`src/rtl/ps2_host_tx.sv`:
```
// ps2_host_tx -- PS/2 host-to-device command transmitter.
// Performs the host request-to-send sequence (clock inhibit, start bit,
// 8 data bits LSB first, odd parity, stop, device ACK) on the shared
// open-collector ps2 clock/data pins via output enables.
// Optional feature: define PS2_TX_WATCHDOG_EN to abort a transfer when the
// device stops clocking for TIMEOUT_MS.
module ps2_host_tx #(
  parameter int unsigned CLK_HZ     = 48000000,
  parameter int unsigned INHIBIT_US = 100,
  parameter int unsigned TIMEOUT_MS = 15
) (
  input  logic       clk,
  input  logic       reset_n,
  input  logic       tx_valid,
  input  logic [7:0] tx_data,
  output logic       tx_ready,
  input  logic       ps2_clk_in,
  input  logic       ps2_data_in,
  output logic       ps2_clk_oe,
  output logic       ps2_data_oe,
  output logic       busy,
  output logic       done,
  output logic       error
);

  localparam int unsigned INH_CYC  = (CLK_HZ / 1000000) * INHIBIT_US;
  localparam int unsigned INH_W    = (INH_CYC > 2) ? $clog2(INH_CYC) : 1;
  localparam logic [INH_W-1:0] INH_LOAD = INH_W'(INH_CYC - 1);
  localparam int unsigned WD_CYC   = (CLK_HZ / 1000) * TIMEOUT_MS;

  // Reject parameter sets whose inhibit or watchdog count cannot be represented.
  if (INH_CYC == 0 || WD_CYC > 32'h000F_FFFF) begin : g_bad_params
    $error("ps2_host_tx: INHIBIT_US/TIMEOUT_MS out of range for CLK_HZ");
  end

  typedef enum logic [3:0] {
    IDLE,
    INHIBIT,
    REQ,
    DATA,
    PARITY,
    STOP,
    ACK,
    WAIT_IDLE,
    FINISH      // one-cycle slot carrying the done/error pulse before IDLE
  } state_t;

  state_t           state, state_n;
  logic [INH_W-1:0] inh_cnt, inh_cnt_n;
  logic [7:0]       shift, shift_n;
  logic [3:0]       idx, idx_n;
  logic             parity, parity_n;
  logic             data_oe_n, done_n, error_n;

  logic clk_s1, clk_s2, clk_s3;
  logic data_s1, data_s2;
  logic fall;

`ifdef PS2_TX_WATCHDOG_EN
  localparam logic [19:0] WD_LOAD = 20'(WD_CYC);
  logic [19:0] wd_cnt, wd_cnt_n;
`endif

  // Two-stage synchronizers for the pins plus one extra clock stage for edge detect.
  always_ff @(posedge clk or negedge reset_n) begin
    if (!reset_n) begin
      clk_s1  <= 1'b1;
      clk_s2  <= 1'b1;
      clk_s3  <= 1'b1;
      data_s1 <= 1'b1;
      data_s2 <= 1'b1;
    end else begin
      clk_s1  <= ps2_clk_in;
      clk_s2  <= clk_s1;
      clk_s3  <= clk_s2;
      data_s1 <= ps2_data_in;
      data_s2 <= data_s1;
    end
  end

  assign fall = clk_s3 & ~clk_s2;

  // State, datapath and registered outputs.
  always_ff @(posedge clk or negedge reset_n) begin
    if (!reset_n) begin
      state       <= IDLE;
      inh_cnt     <= '0;
      shift       <= '0;
      idx         <= '0;
      parity      <= 1'b0;
      tx_ready    <= 1'b1;
      busy        <= 1'b0;
      done        <= 1'b0;
      error       <= 1'b0;
      ps2_clk_oe  <= 1'b0;
      ps2_data_oe <= 1'b0;
`ifdef PS2_TX_WATCHDOG_EN
      wd_cnt      <= '0;
`endif
    end else begin
      state       <= state_n;
      inh_cnt     <= inh_cnt_n;
      shift       <= shift_n;
      idx         <= idx_n;
      parity      <= parity_n;
      tx_ready    <= (state_n == IDLE);
      busy        <= (state_n != IDLE);
      done        <= done_n;
      error       <= error_n;
      ps2_clk_oe  <= (state_n == INHIBIT);
      ps2_data_oe <= data_oe_n;
`ifdef PS2_TX_WATCHDOG_EN
      wd_cnt      <= wd_cnt_n;
`endif
    end
  end

  // Next-state logic; the data line only moves on a detected clock fall.
  always_comb begin
    state_n   = state;
    inh_cnt_n = inh_cnt;
    shift_n   = shift;
    idx_n     = idx;
    parity_n  = parity;
    data_oe_n = ps2_data_oe;
    done_n    = 1'b0;
    error_n   = 1'b0;
`ifdef PS2_TX_WATCHDOG_EN
    wd_cnt_n  = wd_cnt;
`endif

    case (state)
      IDLE: begin
        if (tx_valid && tx_ready) begin
          state_n   = INHIBIT;
          shift_n   = tx_data;
          parity_n  = ~^tx_data;
          inh_cnt_n = INH_LOAD;
          idx_n     = '0;
        end
      end
      INHIBIT: begin
        if (inh_cnt == '0) begin
          state_n   = REQ;
          data_oe_n = 1'b1;
          idx_n     = '0;
        end else begin
          inh_cnt_n = inh_cnt - 1'b1;
        end
      end
      REQ: begin
        if (fall) begin
          state_n   = DATA;
          data_oe_n = ~shift[0];
          idx_n     = 4'd1;
        end
      end
      DATA: begin
        if (fall) begin
          if (idx == 4'd8) begin
            state_n   = PARITY;
            data_oe_n = ~parity;
          end else begin
            shift_n   = {1'b0, shift[7:1]};
            data_oe_n = ~shift[1];
            idx_n     = idx + 4'd1;
          end
        end
      end
      PARITY: begin
        if (fall) begin
          state_n   = STOP;
          data_oe_n = 1'b0;
        end
      end
      STOP: begin
        if (fall) begin
          state_n = ACK;
        end
      end
      ACK: begin
        if (data_s2) begin
          state_n = FINISH;
          error_n = 1'b1;
        end else begin
          state_n = WAIT_IDLE;
        end
      end
      WAIT_IDLE: begin
        if (clk_s2 && data_s2) begin
          state_n = FINISH;
          done_n  = 1'b1;
        end
      end
      FINISH: begin
        state_n = IDLE;
      end
      default: begin
        state_n = IDLE;
      end
    endcase

`ifdef PS2_TX_WATCHDOG_EN
    if (state == INHIBIT && state_n == REQ) begin
      wd_cnt_n = WD_LOAD;
    end else if (state inside {REQ, DATA, PARITY, STOP, ACK}) begin
      if (fall) begin
        wd_cnt_n = WD_LOAD;
      end else if (wd_cnt == '0) begin
        state_n = FINISH;
        error_n = 1'b1;
        done_n  = 1'b0;
      end else begin
        wd_cnt_n = wd_cnt - 20'd1;
      end
    end
`endif

    if (state_n == IDLE || state_n == FINISH) begin
      data_oe_n = 1'b0;
    end
  end

endmodule

```
`config.mk`:
```
export PLATFORM = sky130hd
export DESIGN_NAME = ps2_host_tx
export DESIGN_NICKNAME = d
export VERILOG_FILES = /design/src/rtl/ps2_host_tx.sv
export SDC_FILE = /design/constraint.sdc
export NUM_CORES = 1
export LEC_CHECK = 0
export CAP_MARGIN = 5
export CORE_AREA = 2 2 77 79
export CTS_CLUSTER_DIAMETER = 200
export CTS_CLUSTER_SIZE = 16
export DETAILED_ROUTE_END_ITERATION = 6
export DIE_AREA = 0 0 79 81
export PLACE_DENSITY = 0.61
export REMOVE_ABC_BUFFERS = 1
export SYNTH_ARGS = -nofsm -noshare
export SYNTH_HDL_FRONTEND = slang
export SYNTH_SLANG_ARGS = --single-unit
export TNS_END_PERCENT = 10
```
`constraint.sdc`:
```
create_clock -name clk -period 6.55 [get_ports clk]
set_clock_uncertainty 0.1 [all_clocks]
set_input_delay 0.9825 -clock clk [delete_from_list [all_inputs] [get_ports clk]]
set_output_delay 0.9825 -clock clk [all_outputs]
set_load 0.02 [all_outputs]
```
==> impl_metrics.json <==
{
  "core_area_sq_mm": 0.00568,
  "clk_latency_ns": 0.29,
  "nFillCells": 564,
  "vias": 1636,
  "rr_startpoint": "state[0]$_DFF_PN0_",
  "grt_pass1_wl_um": 7380,
  "postSynthAreaPerCell_sq_um": 9.90,
  "cts_root_buffer": "clkbuf_8",
  "p_sw_uw": 232,
  "die_w_um": 79,
  "numClockSinks": 41,
  "power.internal_uw": 539,
  "die_area_sq_mm": 0.00640,
  "cp.depth": 4,
  "antenna_found_initial": 0,
  "cp-start-kind": "primary input",
  "n_antenna_cell": 0,
  "worst_ep_arrival_time_ns": 2.62,
  "crit_chain": "clkdlybuf4s50_1 -> nand3_1 -> a21oi_1 -> a31oi_1",
  "worstMarginPinSlew_ns": 1.08,
  "grt_max_degree": 42,
  "yosys_warnings": 0,
  "ys_ff_latch": 41,
  "path_buf_inv": 1,
  "pwr-share-seq_pct": 45.5,
  "setup.worst_path.start": "tx_valid",
  "p_leak_uw": 0.00100,
  "min_period_over_period_pct": 39.7,
  "routed_wl_um": 4390,
  "yosysUniqueCellTypes": 53,
  "syn_inst": 221,
  "slew_viol_final": 0,
  "layout_commonest_cell": "dfrtp_1",
  "path_clk_slew_ns": 0.08,
  "crit_family": "compound AO/OA/AOI/OAI gates",
  "post-route-util_pct": 45.0,
  "setup.worst_path.end": "shift[5]$_DFFE_PN0P_",
  "synth_ff_type": "dfrtp_1",
  "dr.pass1.iters": 4,
  "yosysTopAreaCellShare_pct": 40.0,
  "max_clock_freq_mhz": 384,
  "comb_power_share_pct": 23.3,
  "status": "finished, final reports clean",
  "syn2layout_area_growth_pct": 16.6,
  "cts_buffer_depth": 2,
  "drive_above_1_share_pct": 12.7,
  "post_cts_buffers": 0,
  "via_per_inst": 5.24,
  "switching_share_pct": 30.1,
  "reg2reg_depth": 5,
  "cts_hold_buf": 0,
  "io_pins": 19,
  "syn_area_sq_mm": 0.00219,
  "drt_drc_violations_left": 0,
  "ir_worst_vdd_mv": 0.140,
  "gp_congestion": 0.772,
  "cts_buffers": 5,
  "ant_nets": 0,
  "hold_viol_final": 0,
  "cts_tree": "built",
  "cp_slowest_stage_delay_ns": 0.83,
  "grt_overflow": 0,
  "yosys-top-cells-area": "dfrtp_1 (40%), dfstp_2 (7.2%), nand2_1 (4.6%)",
  "layout_common_cells": "dfrtp_1 (35), nand2_1 (27), clkdlybuf4s50_1 (17)",
  "wl_per_cell_um": 14.1,
  "ys_async_sr_fraction_pct": 100,
  "numPortBuffers": 18,
  "min_path_type": "reg2reg",
  "critPathKind": "in2reg",
  "relSlewSlack_pct": 28.1,
  "cts_resized": 0,
  "yosysSeqAreaShare_pct": 47.3,
  "post-synth-top-area-cell": "dfrtp_1",
  "drv_cap": 0,
  "rrSetupSlack_ns": 3.99,
  "grt_pass1_vias": 1580,
  "first_iter_violations": 121,
  "power_density_mw_per_mm2": 302,
  "min_period_ns": 2.60,
  "nets": 252,
  "cp_slowest_cell": "a21oi_1",
  "setup_viol": 0,
  "cp_max_fo": 15,
  "initial_core_util_pct": 38.5,
  "pwr-share-clk_pct": 31.2,
  "timing.setup.tns_ns": 0,
  "htree_levels": 2,
  "rows": 28,
  "synth_edf_count": 0,
  "rsz0062_at_grt": "no",
  "timing.rr.end": "tx_ready$_DFF_PN1_",
  "grtUsageTotal_pct": 14.5,
  "die-height_um": 81,
  "crit_path_end_kind": "register",
  "critPathRequiredTime_ns": 6.56,
  "place.detailed.hpwl_um": 3080
}
==> power by group through the flow <==
stage / logic (uW) / registers [uW] / clock network [uW]
after floorplan: 120 / 354 / 0
after global placement: 176 / 355 / 0
after detailed placement: 180 / 356 / 0
after CTS: 181 / 352 / 246
after global routing: 203 / 358 / 255
final: 180 / 351 / 240
==> metal layers <==
layer  routed length [um]  GRT usage (%)  up-vias
met5                    0              0        -
met4                   41           3.62        0
met3                  136           3.33        6
met2                 1980           24.0       34
met1                 2230           19.5      776
li1                     -              -      820
==> logic make-up after synthesis <==
| logic type | count (synthesis) | synth area share [%] |
|---|---|---|
| AO/OA/AOI/OAI | 44 | 14.2 |
| multiplexers | 6 | 2.75 |
| XOR/XNOR | 10 | 4.00 |
| buffers and inverters | 20 | 3.78 |
| flip-flops | 41 | 47.3 |
| AND/OR/NAND/NOR | 97 | 26.3 |
| adder cells (fa/ha/maj) | 3 | 1.72 |
==> Yosys cell counts, types with 2 or more instances <==
master / instances
buf_2: 6
nand3b_1: 2
nor3b_1: 2
or3_1: 2
nand4_1: 3
nor2_1: 14
o21ai_0: 9
a32oi_1: 2
or2_2: 3
ha_1: 3
xor2_1: 4
nor2b_1: 9
dfrtp_1: 35
nand3_1: 9
nor3_1: 4
a21oi_2: 2
nand2b_1: 5
clkbuf_1: 3
a21oi_1: 6
dfstp_2: 6
mux2i_1: 6
nand2_1: 27
inv_1: 10
or4_1: 3
a31oi_1: 8
o31ai_1: 5
nor4_1: 2
xnor2_1: 6
==> layout make-up <==
type                       count  area [sq um]  area share [%]
timing repair buffer          18           175            6.87
tap                           75          93.8            3.68
clock inverter                 3          65.1            2.55
clock buffer                   5          68.8            2.70
sequential                    41          1030            40.5
inverter                      10          37.5            1.47
multi-input combinational    160          1080            42.2
==> worst min-delay path by stage <==
stage                            startpoint           endpoint  slack (ns)  depth (start not counted)
after global placement     clk_s1$_DFF_PN1_   clk_s2$_DFF_PN1_        0.25                          0
after detailed placement  data_s1$_DFF_PN1_  data_s2$_DFF_PN1_        0.25                          0
after global routing      data_s1$_DFF_PN1_  data_s2$_DFF_PN1_        0.27                          0
after CTS                 data_s1$_DFF_PN1_  data_s2$_DFF_PN1_        0.26                          0
final                     data_s1$_DFF_PN1_  data_s2$_DFF_PN1_        0.26                          0
after floorplan            clk_s1$_DFF_PN1_   clk_s2$_DFF_PN1_        0.25                          0
==> registers in the layout (all words and copies together), names as in the netlist <==
| register | cells |
|---|---|
| parity | 1 |
| tx_ready | 1 |
| state | 4 |
| ps2_data_oe | 1 |
| idx | 4 |
| shift | 8 |
| busy | 1 |
| done | 1 |
| clk_s1 | 1 |
| ps2_clk_oe | 1 |
| error | 1 |
| clk_s2 | 1 |
| inh_cnt | 13 |
| clk_s3 | 1 |
| data_s1 | 1 |
| data_s2 | 1 |
==> stage by stage <==
| stage | instance area (sq um) | total power [uW] | std cells | hold slack, ns | setup slack (ns) |
|---|---|---|---|---|---|
| 2_1_floorplan | 2140 | 474 | 211 | 0.245 | 4.22 |
| 3_3_place_gp | 2420 | 532 | 304 | 0.246 | 3.71 |
| 3_5_place_dp | 2420 | 537 | 304 | 0.247 | 3.64 |
| 4_1_cts | 2550 | 779 | 312 | 0.258 | 3.93 |
| 5_1_grt | 2550 | 816 | 312 | 0.267 | 3.76 |
| 6_report | 2550 | 771 | 312 | 0.258 | 3.95 |
(Power assumes the default switching activity.)
